### src/rtl/spi_cmd_pkg.sv
// Shared opcodes, FSM state encoding and STATUS byte layout for the SPI command sequencer.
package spi_cmd_pkg;

  localparam int unsigned BYTE_W = 8;

  localparam logic [BYTE_W-1:0] CMD_WRITE  = 8'h01;
  localparam logic [BYTE_W-1:0] CMD_READ   = 8'h02;
  localparam logic [BYTE_W-1:0] CMD_STATUS = 8'h03;

  typedef enum logic [2:0] {
    IDLE        = 3'd0,
    CMD         = 3'd1,
    ADDR        = 3'd2,
    WDATA       = 3'd3,
    RADDR_ISSUE = 3'd4,
    RDATA       = 3'd5,
    DISCARD     = 3'd6
  } state_e;

  // STATUS reply: sticky error in the MSB, last legal opcode in the low nibble
  typedef struct packed {
    logic       err;
    logic [2:0] rsvd;
    logic [3:0] last_cmd;
  } status_t;

  function automatic logic [BYTE_W-1:0] status_byte(input logic err, input logic [3:0] last_cmd);
    status_t s;
    s.err      = err;
    s.rsvd     = 3'b000;
    s.last_cmd = last_cmd;
    return s;
  endfunction

endpackage

### src/rtl/spi_cmd_addr_ctr.sv
// Loadable wrapping register-address counter; increments only when SPI_CMD_AUTOINC_EN is defined,
// otherwise the address stays fixed for the frame (FIFO-style port).
module spi_cmd_addr_ctr
  import spi_cmd_pkg::*;
#(
  parameter int unsigned ADDR_W = 8
) (
  input  logic              clk_i,
  input  logic              rst_n_i,
  input  logic              load_i,
  input  logic [ADDR_W-1:0] load_val_i,
  input  logic              inc_i,
  output logic [ADDR_W-1:0] addr_o
);

  logic [ADDR_W-1:0] addr_q, addr_d;

`ifdef SPI_CMD_AUTOINC_EN
  always_comb begin
    addr_d = addr_q;
    if (load_i) begin
      addr_d = load_val_i;
    end else if (inc_i) begin
      addr_d = addr_q + ADDR_W'(1);
    end
  end
`else
  logic unused_inc;
  assign unused_inc = inc_i;

  always_comb begin
    addr_d = addr_q;
    if (load_i) begin
      addr_d = load_val_i;
    end
  end
`endif

  always_ff @(posedge clk_i or negedge rst_n_i) begin
    if (!rst_n_i) begin
      addr_q <= '0;
    end else begin
      addr_q <= addr_d;
    end
  end

  assign addr_o = addr_q;

endmodule

### src/rtl/spi_cmd_ctrl.sv
// SPI frame command sequencer: parses [cmd][addr][data...] into register-bus writes and burst reads.
// Optional address auto-increment is selected with SPI_CMD_AUTOINC_EN (see spi_cmd_addr_ctr).
module spi_cmd_ctrl
  import spi_cmd_pkg::*;
#(
  parameter int unsigned       ADDR_W    = 8,
  parameter logic [BYTE_W-1:0] STATUS_ID = 8'hA5
) (
  input  logic              ico_clk,
  input  logic              rst_n,
  input  logic              frame_start,
  input  logic              frame_end,
  input  logic              rx_valid,
  input  logic [BYTE_W-1:0] rx_data,
  output logic              tx_load,
  output logic [BYTE_W-1:0] tx_data,
  output logic [ADDR_W-1:0] reg_addr,
  output logic [BYTE_W-1:0] reg_wdata,
  output logic              reg_we,
  output logic              reg_re,
  input  logic [BYTE_W-1:0] reg_rdata,
  output logic              err,
  output logic              activity
);

  state_e            state_q, state_d;
  logic              is_read_q, is_read_d;
  logic [3:0]        last_cmd_q, last_cmd_d;
  logic              err_q, err_d;
  logic              tx_load_q, tx_load_d;
  logic [BYTE_W-1:0] tx_data_q, tx_data_d;
  logic [ADDR_W-1:0] reg_addr_q, reg_addr_d;
  logic [BYTE_W-1:0] reg_wdata_q, reg_wdata_d;
  logic              reg_we_q, reg_we_d;
  logic              reg_re_q, reg_re_d;
  logic              activity_q, activity_d;
  logic              rd_cap_q, rd_cap_d;

  logic              ctr_load;
  logic              ctr_inc;
  logic [ADDR_W-1:0] addr;

  spi_cmd_addr_ctr #(
    .ADDR_W(ADDR_W)
  ) u_addr_ctr (
    .clk_i     (ico_clk),
    .rst_n_i   (rst_n),
    .load_i    (ctr_load),
    .load_val_i(rx_data[ADDR_W-1:0]),
    .inc_i     (ctr_inc),
    .addr_o    (addr)
  );

  // Next-state and registered-output logic
  always_comb begin
    state_d     = state_q;
    is_read_d   = is_read_q;
    last_cmd_d  = last_cmd_q;
    err_d       = err_q;
    tx_load_d   = 1'b0;
    tx_data_d   = tx_data_q;
    reg_addr_d  = reg_addr_q;
    reg_wdata_d = reg_wdata_q;
    reg_we_d    = 1'b0;
    reg_re_d    = 1'b0;
    activity_d  = 1'b0;
    rd_cap_d    = reg_re_q;
    ctr_load    = 1'b0;
    ctr_inc     = 1'b0;

    // reg_rdata is valid the cycle after reg_re; this completes even after frame_end
    if (rd_cap_q) begin
      tx_data_d  = reg_rdata;
      tx_load_d  = 1'b1;
      activity_d = 1'b1;
    end

    unique case (state_q)
      IDLE: ;
      CMD: begin
        if (rx_valid) begin
          case (rx_data)
            CMD_WRITE, CMD_READ: begin
              state_d    = ADDR;
              is_read_d  = (rx_data == CMD_READ);
              last_cmd_d = rx_data[3:0];
            end
            CMD_STATUS: begin
              state_d    = DISCARD;
              tx_data_d  = status_byte(err_q, last_cmd_q);
              tx_load_d  = 1'b1;
              last_cmd_d = rx_data[3:0];
            end
            default: begin
              state_d = DISCARD;
              err_d   = 1'b1;
            end
          endcase
        end
      end
      ADDR: begin
        if (rx_valid) begin
          ctr_load = 1'b1;
          state_d  = is_read_q ? RADDR_ISSUE : WDATA;
        end
      end
      WDATA: begin
        if (rx_valid) begin
          reg_we_d    = 1'b1;
          reg_addr_d  = addr;
          reg_wdata_d = rx_data;
          activity_d  = 1'b1;
          ctr_inc     = 1'b1;
        end
      end
      RADDR_ISSUE: begin
        reg_re_d   = 1'b1;
        reg_addr_d = addr;
        ctr_inc    = 1'b1;
        state_d    = RDATA;
      end
      RDATA: begin
        if (rx_valid) begin
          state_d = RADDR_ISSUE;
        end
      end
      DISCARD: ;
      default: state_d = IDLE;
    endcase

    // A byte arriving with frame_end has already been handled above
    if (frame_end) begin
      state_d = IDLE;
    end

    if (frame_start) begin
      if (state_q != IDLE) begin
        err_d = 1'b1;
      end
      state_d   = CMD;
      tx_data_d = STATUS_ID;
      tx_load_d = 1'b1;
    end
  end

  always_ff @(posedge ico_clk or negedge rst_n) begin
    if (!rst_n) begin
      state_q     <= IDLE;
      is_read_q   <= 1'b0;
      last_cmd_q  <= 4'h0;
      err_q       <= 1'b0;
      tx_load_q   <= 1'b0;
      tx_data_q   <= '0;
      reg_addr_q  <= '0;
      reg_wdata_q <= '0;
      reg_we_q    <= 1'b0;
      reg_re_q    <= 1'b0;
      activity_q  <= 1'b0;
      rd_cap_q    <= 1'b0;
    end else begin
      state_q     <= state_d;
      is_read_q   <= is_read_d;
      last_cmd_q  <= last_cmd_d;
      err_q       <= err_d;
      tx_load_q   <= tx_load_d;
      tx_data_q   <= tx_data_d;
      reg_addr_q  <= reg_addr_d;
      reg_wdata_q <= reg_wdata_d;
      reg_we_q    <= reg_we_d;
      reg_re_q    <= reg_re_d;
      activity_q  <= activity_d;
      rd_cap_q    <= rd_cap_d;
    end
  end

  assign tx_load   = tx_load_q;
  assign tx_data   = tx_data_q;
  assign reg_addr  = reg_addr_q;
  assign reg_wdata = reg_wdata_q;
  assign reg_we    = reg_we_q;
  assign reg_re    = reg_re_q;
  assign err       = err_q;
  assign activity  = activity_q;

endmodule

### config.mk
export PLATFORM = sky130hd
export DESIGN_NAME = spi_cmd_ctrl
export DESIGN_NICKNAME = d
export VERILOG_FILES = /design/src/rtl/spi_cmd_pkg.sv /design/src/rtl/spi_cmd_addr_ctr.sv /design/src/rtl/spi_cmd_ctrl.sv
export SDC_FILE = /design/constraint.sdc
export NUM_CORES = 1
export LEC_CHECK = 0
export CAP_MARGIN = 20
export CORE_MARGIN = 1.5
export CORE_UTILIZATION = 45
export CTS_CLUSTER_DIAMETER = 100
export DETAILED_ROUTE_END_ITERATION = 8
export PLACE_DENSITY = 0.74
export SLEW_MARGIN = 20
export SYNTH_ARGS = -nofsm -noshare
export SYNTH_HDL_FRONTEND = slang
export SYNTH_SLANG_ARGS = --single-unit
### constraint.sdc
create_clock -name ico_clk -period 2.5 [get_ports ico_clk]
set_clock_uncertainty 0.2 [all_clocks]
set_input_delay 0.375 -clock ico_clk [delete_from_list [all_inputs] [get_ports ico_clk]]
set_output_delay 0.375 -clock ico_clk [all_outputs]
set_load 0.01 [all_outputs]
==> metrics.yaml <==
worst-path-buf-inv: 2
period_minus_slack_ns: 2.25
crit_chain: "clkdlybuf4s50_1 > or4_4 > nor4b_4 > and3_1 > buf_4 > mux2i_1"
internal_power_mw: 1.43
hpwl_um: 3420
ff_latch_area_um2: 1150
die_x_um: 69.9
clock-root-buffer: "clkbuf_8"
crit_type: "input port to flip-flop"
globalplace.congestion: 0.799
fillers: 368
cp.required_ns: 2.52
multi_input_area_um2: 808
crit_path_start_kind: "input port"
slew_headroom_pct: 65.2
routed_via_density: 5.38
grt_pass1_vias: 1569
overflow: 0
finalSetupTns_ns: 0
worst_pin_slew_ns: 0.521
numCtsBuffers: 5
ys_types: 39
cp_top_family: "simple AND/OR/NAND/NOR gates"
finalHoldViolations: 0
setup_viol: 0
cts_setup_buffers: 0
seqPwrFrac_pct: 50.1
grt_usage_pct: 20.4
rows: 24
path_clk_slew_ns: 0.07
min_from: "reg_re$_DFF_PN0_"
io_pins: 50
rsz0062_at_grt: "no"
holdPathStages: 0
reg2reg_slack_ns: 0.37
antenna_found_initial: 0
hold_ws_ns: 0.201
cpPeakStageDelay_ns: 0.57
worstSkewPairLatency_ns: 0.30
final_net_count: 253
stdcell_area_um2: 2740
area_growth_pct: 35.7
maxCapViolCount: 0
routedWlPerCell_um: 16.1
clkPwrFrac_pct: 23.9
synthTopCellsByArea: "dfrtp_1 (57%), mux2_2 (8.9%), nand2_1 (4.7%)"
synth_nets: 191
synth-warning-count: 0
place_area_um2: 2630
ant_nets: 0
synth_most_common_cell: "dfrtp_1"
regToRegEndpoint: "tx_load$_DFF_PN0_"
fmax_mhz: 445
yosys-top-cells-count: "dfrtp_1 (46), nand2_1 (25), mux2_2 (16)"
die-area_um2: 4890
drt_iter0_drc: 113
grt_pass1_wl_um: 7820
coreArea_um2: 4320
r2r_start: "state_q[2]$_DFFE_PN0P_"
synthCells: 170
cp-end-kind: "flip-flop"
sw_frac_of_total_pct: 26.9
min_period_over_period_pct: 89.9
portBuffers: 49
arrival_ns: 2.27
postSynthAreaPerCell_um2: 11.9
fp.dieH_um: 69.9
clock_path_buffers: 2
h-tree-depth: 2
synth_top_flop_cell: "dfrtp_1"
firstDrtPassIters: 4
synth_top_area_share_pct: 57.1
yosys.area.top_type: "dfrtp_1"
synth_edf_count: 0
floorplan.initialDensity_pct: 46.6
hold_class: "flip-flop to flip-flop"
synth-seq-area-share_pct: 57.1
synthesis.area_um2: 2020
worst-path-max-fanout: 7
status: "finished, final reports clean"
synth-seq-cells: 46
drive_gt1_share_pct: 21.0
combPwrFrac_pct: 26.0
dp_cells: 276
synthArstFlopShare_pct: 100
holdPathEnd: "rd_cap_q$_DFF_PN0_"
drc: 0
rr_worst_depth: 5
antennaDiodeCount: 0
power_mw: 1.95
fin_cells: 285
routed_wirelength_um: 4580
final-max-slew-violation-count: 0
dr_total_vias: 1532
p_switching_mw: 0.526
p_leak_nw: 1.18
cts_resized: 0
cts.sinks: 46
p_per_area_nw_per_um2: 715
cpMaxStageDelayCell: "or4_4"
cts_tree: "built"
max-vdd-ir-drop_mv: 0.544
grt_start_max_net_pins: 18
## layer usage
metal  up-vias  share of wire (%)  global-route usage, %
li1        713                  -                      -
met1       760                 42                   24.7
met2        52                 51                   36.0
met3         7                5.7                   5.48
met4         0                1.4                   5.77
met5         -                  0                      0
## layout make-up
| type | count | share of cell area, % |
|---|---|---|
| repair buffers | 65 | 22.2 |
| multi-input cells | 111 | 29.6 |
| flip-flops and latches | 46 | 42.1 |
| clock inverters | 1 | 0.183 |
| clock buffers | 7 | 3.16 |
| well taps | 52 | 2.38 |
| inverters | 3 | 0.412 |
## what timing repair did
item	4_1_cts	5_1_grt
setup endpoints to repair	0	0
endpoints found under the hold margin	15	0
hold buffers	1	0
## state kept, by name, indices dropped and copies added (netlist names), 3 cells and up
name,cells
u_addr_ctr.addr_o,8
reg_wdata,8
last_cmd_q,4
reg_addr,8
state_q,3
tx_data,8
## kinds of logic (layout without fill, tap and decap cells)
logic type | after synthesis | count (layout) | synth area share, %
flops | 46 | 46 | 57.1
buf+inv | 13 | 76 | 2.79
simple gates | 61 | 61 | 16.8
mux | 27 | 27 | 14.9
compound gates | 22 | 22 | 8.01
xor+xnor | 1 | 1 | 0.435
## worst max path at each step
stage,startpoint,to,slack (ns),depth (start not counted)
after global placement,rx_data[3],tx_data[7]$_DFF_PN0_,-0.02,6
after detailed placement,rx_data[3],tx_data[7]$_DFF_PN0_,-0.08,6
after global routing,rx_data[3],tx_data[2]$_DFF_PN0_,0.1,6
final,rx_data[3],tx_data[7]$_DFF_PN0_,0.25,6
after CTS,rx_data[3],tx_data[7]$_DFF_PN0_,0.23,6
after floorplan,rx_data[3],tx_data[1]$_DFF_PN0_,0.28,5
## cell usage in the layout, fill, tap and decap left out, drive strengths merged
cell type,synthesis,layout
a211oi,5,5
a21bo,1,1
a21oi,3,3
a221o,1,1
a221oi,1,1
a22o,2,2
and2,2,2
and3,1,1
and4bb,1,1
buf,3,16
clkbuf,7,7
clkdlybuf4s50,0,48
clkinv,1,2
dfrtp,46,46
dlygate4sd3,0,1
inv,2,2
mux2,18,18
mux2i,9,9
nand2,25,25
nand2b,3,3
nand3,2,2
nand3b,1,1
nor2,8,8
nor2b,7,7
nor3,3,3
nor3b,2,2
nor4b,2,2
nor4bb,1,1
o211ai,1,1
o21ai,4,4
o21bai,2,2
o31a,1,1
o41ai,1,1
or3,2,2
or4,1,1
xnor2,1,1
## power groups by stage
stage,Combinational (mW),Clock (mW),Sequential (mW)
after global placement,0.500,0,0.974
after CTS,0.517,0.474,0.980
final,0.509,0.467,0.979
after floorplan,0.164,0,1.01
after global routing,0.550,0.507,0.998
after detailed placement,0.513,0,0.987
## stage by stage
step	worst slack, ns	util (%)
3_3_place_gp	-0.0151	60.9
5_1_grt	0.0976	63.3
6_report	0.252	63.3
3_5_place_dp	-0.0837	60.9
4_1_cts	0.232	63.3
2_1_floorplan	0.278	-
## worst reg2reg max path, stage by stage (launching register included)
cell	delay, ns
dfrtp_1	0.54
and4bb_2	0.31
nor4b_4	0.13
and3_1	0.24
buf_4	0.18
or3_2	0.40
Note: power is estimated with default switching activity, not from simulation.
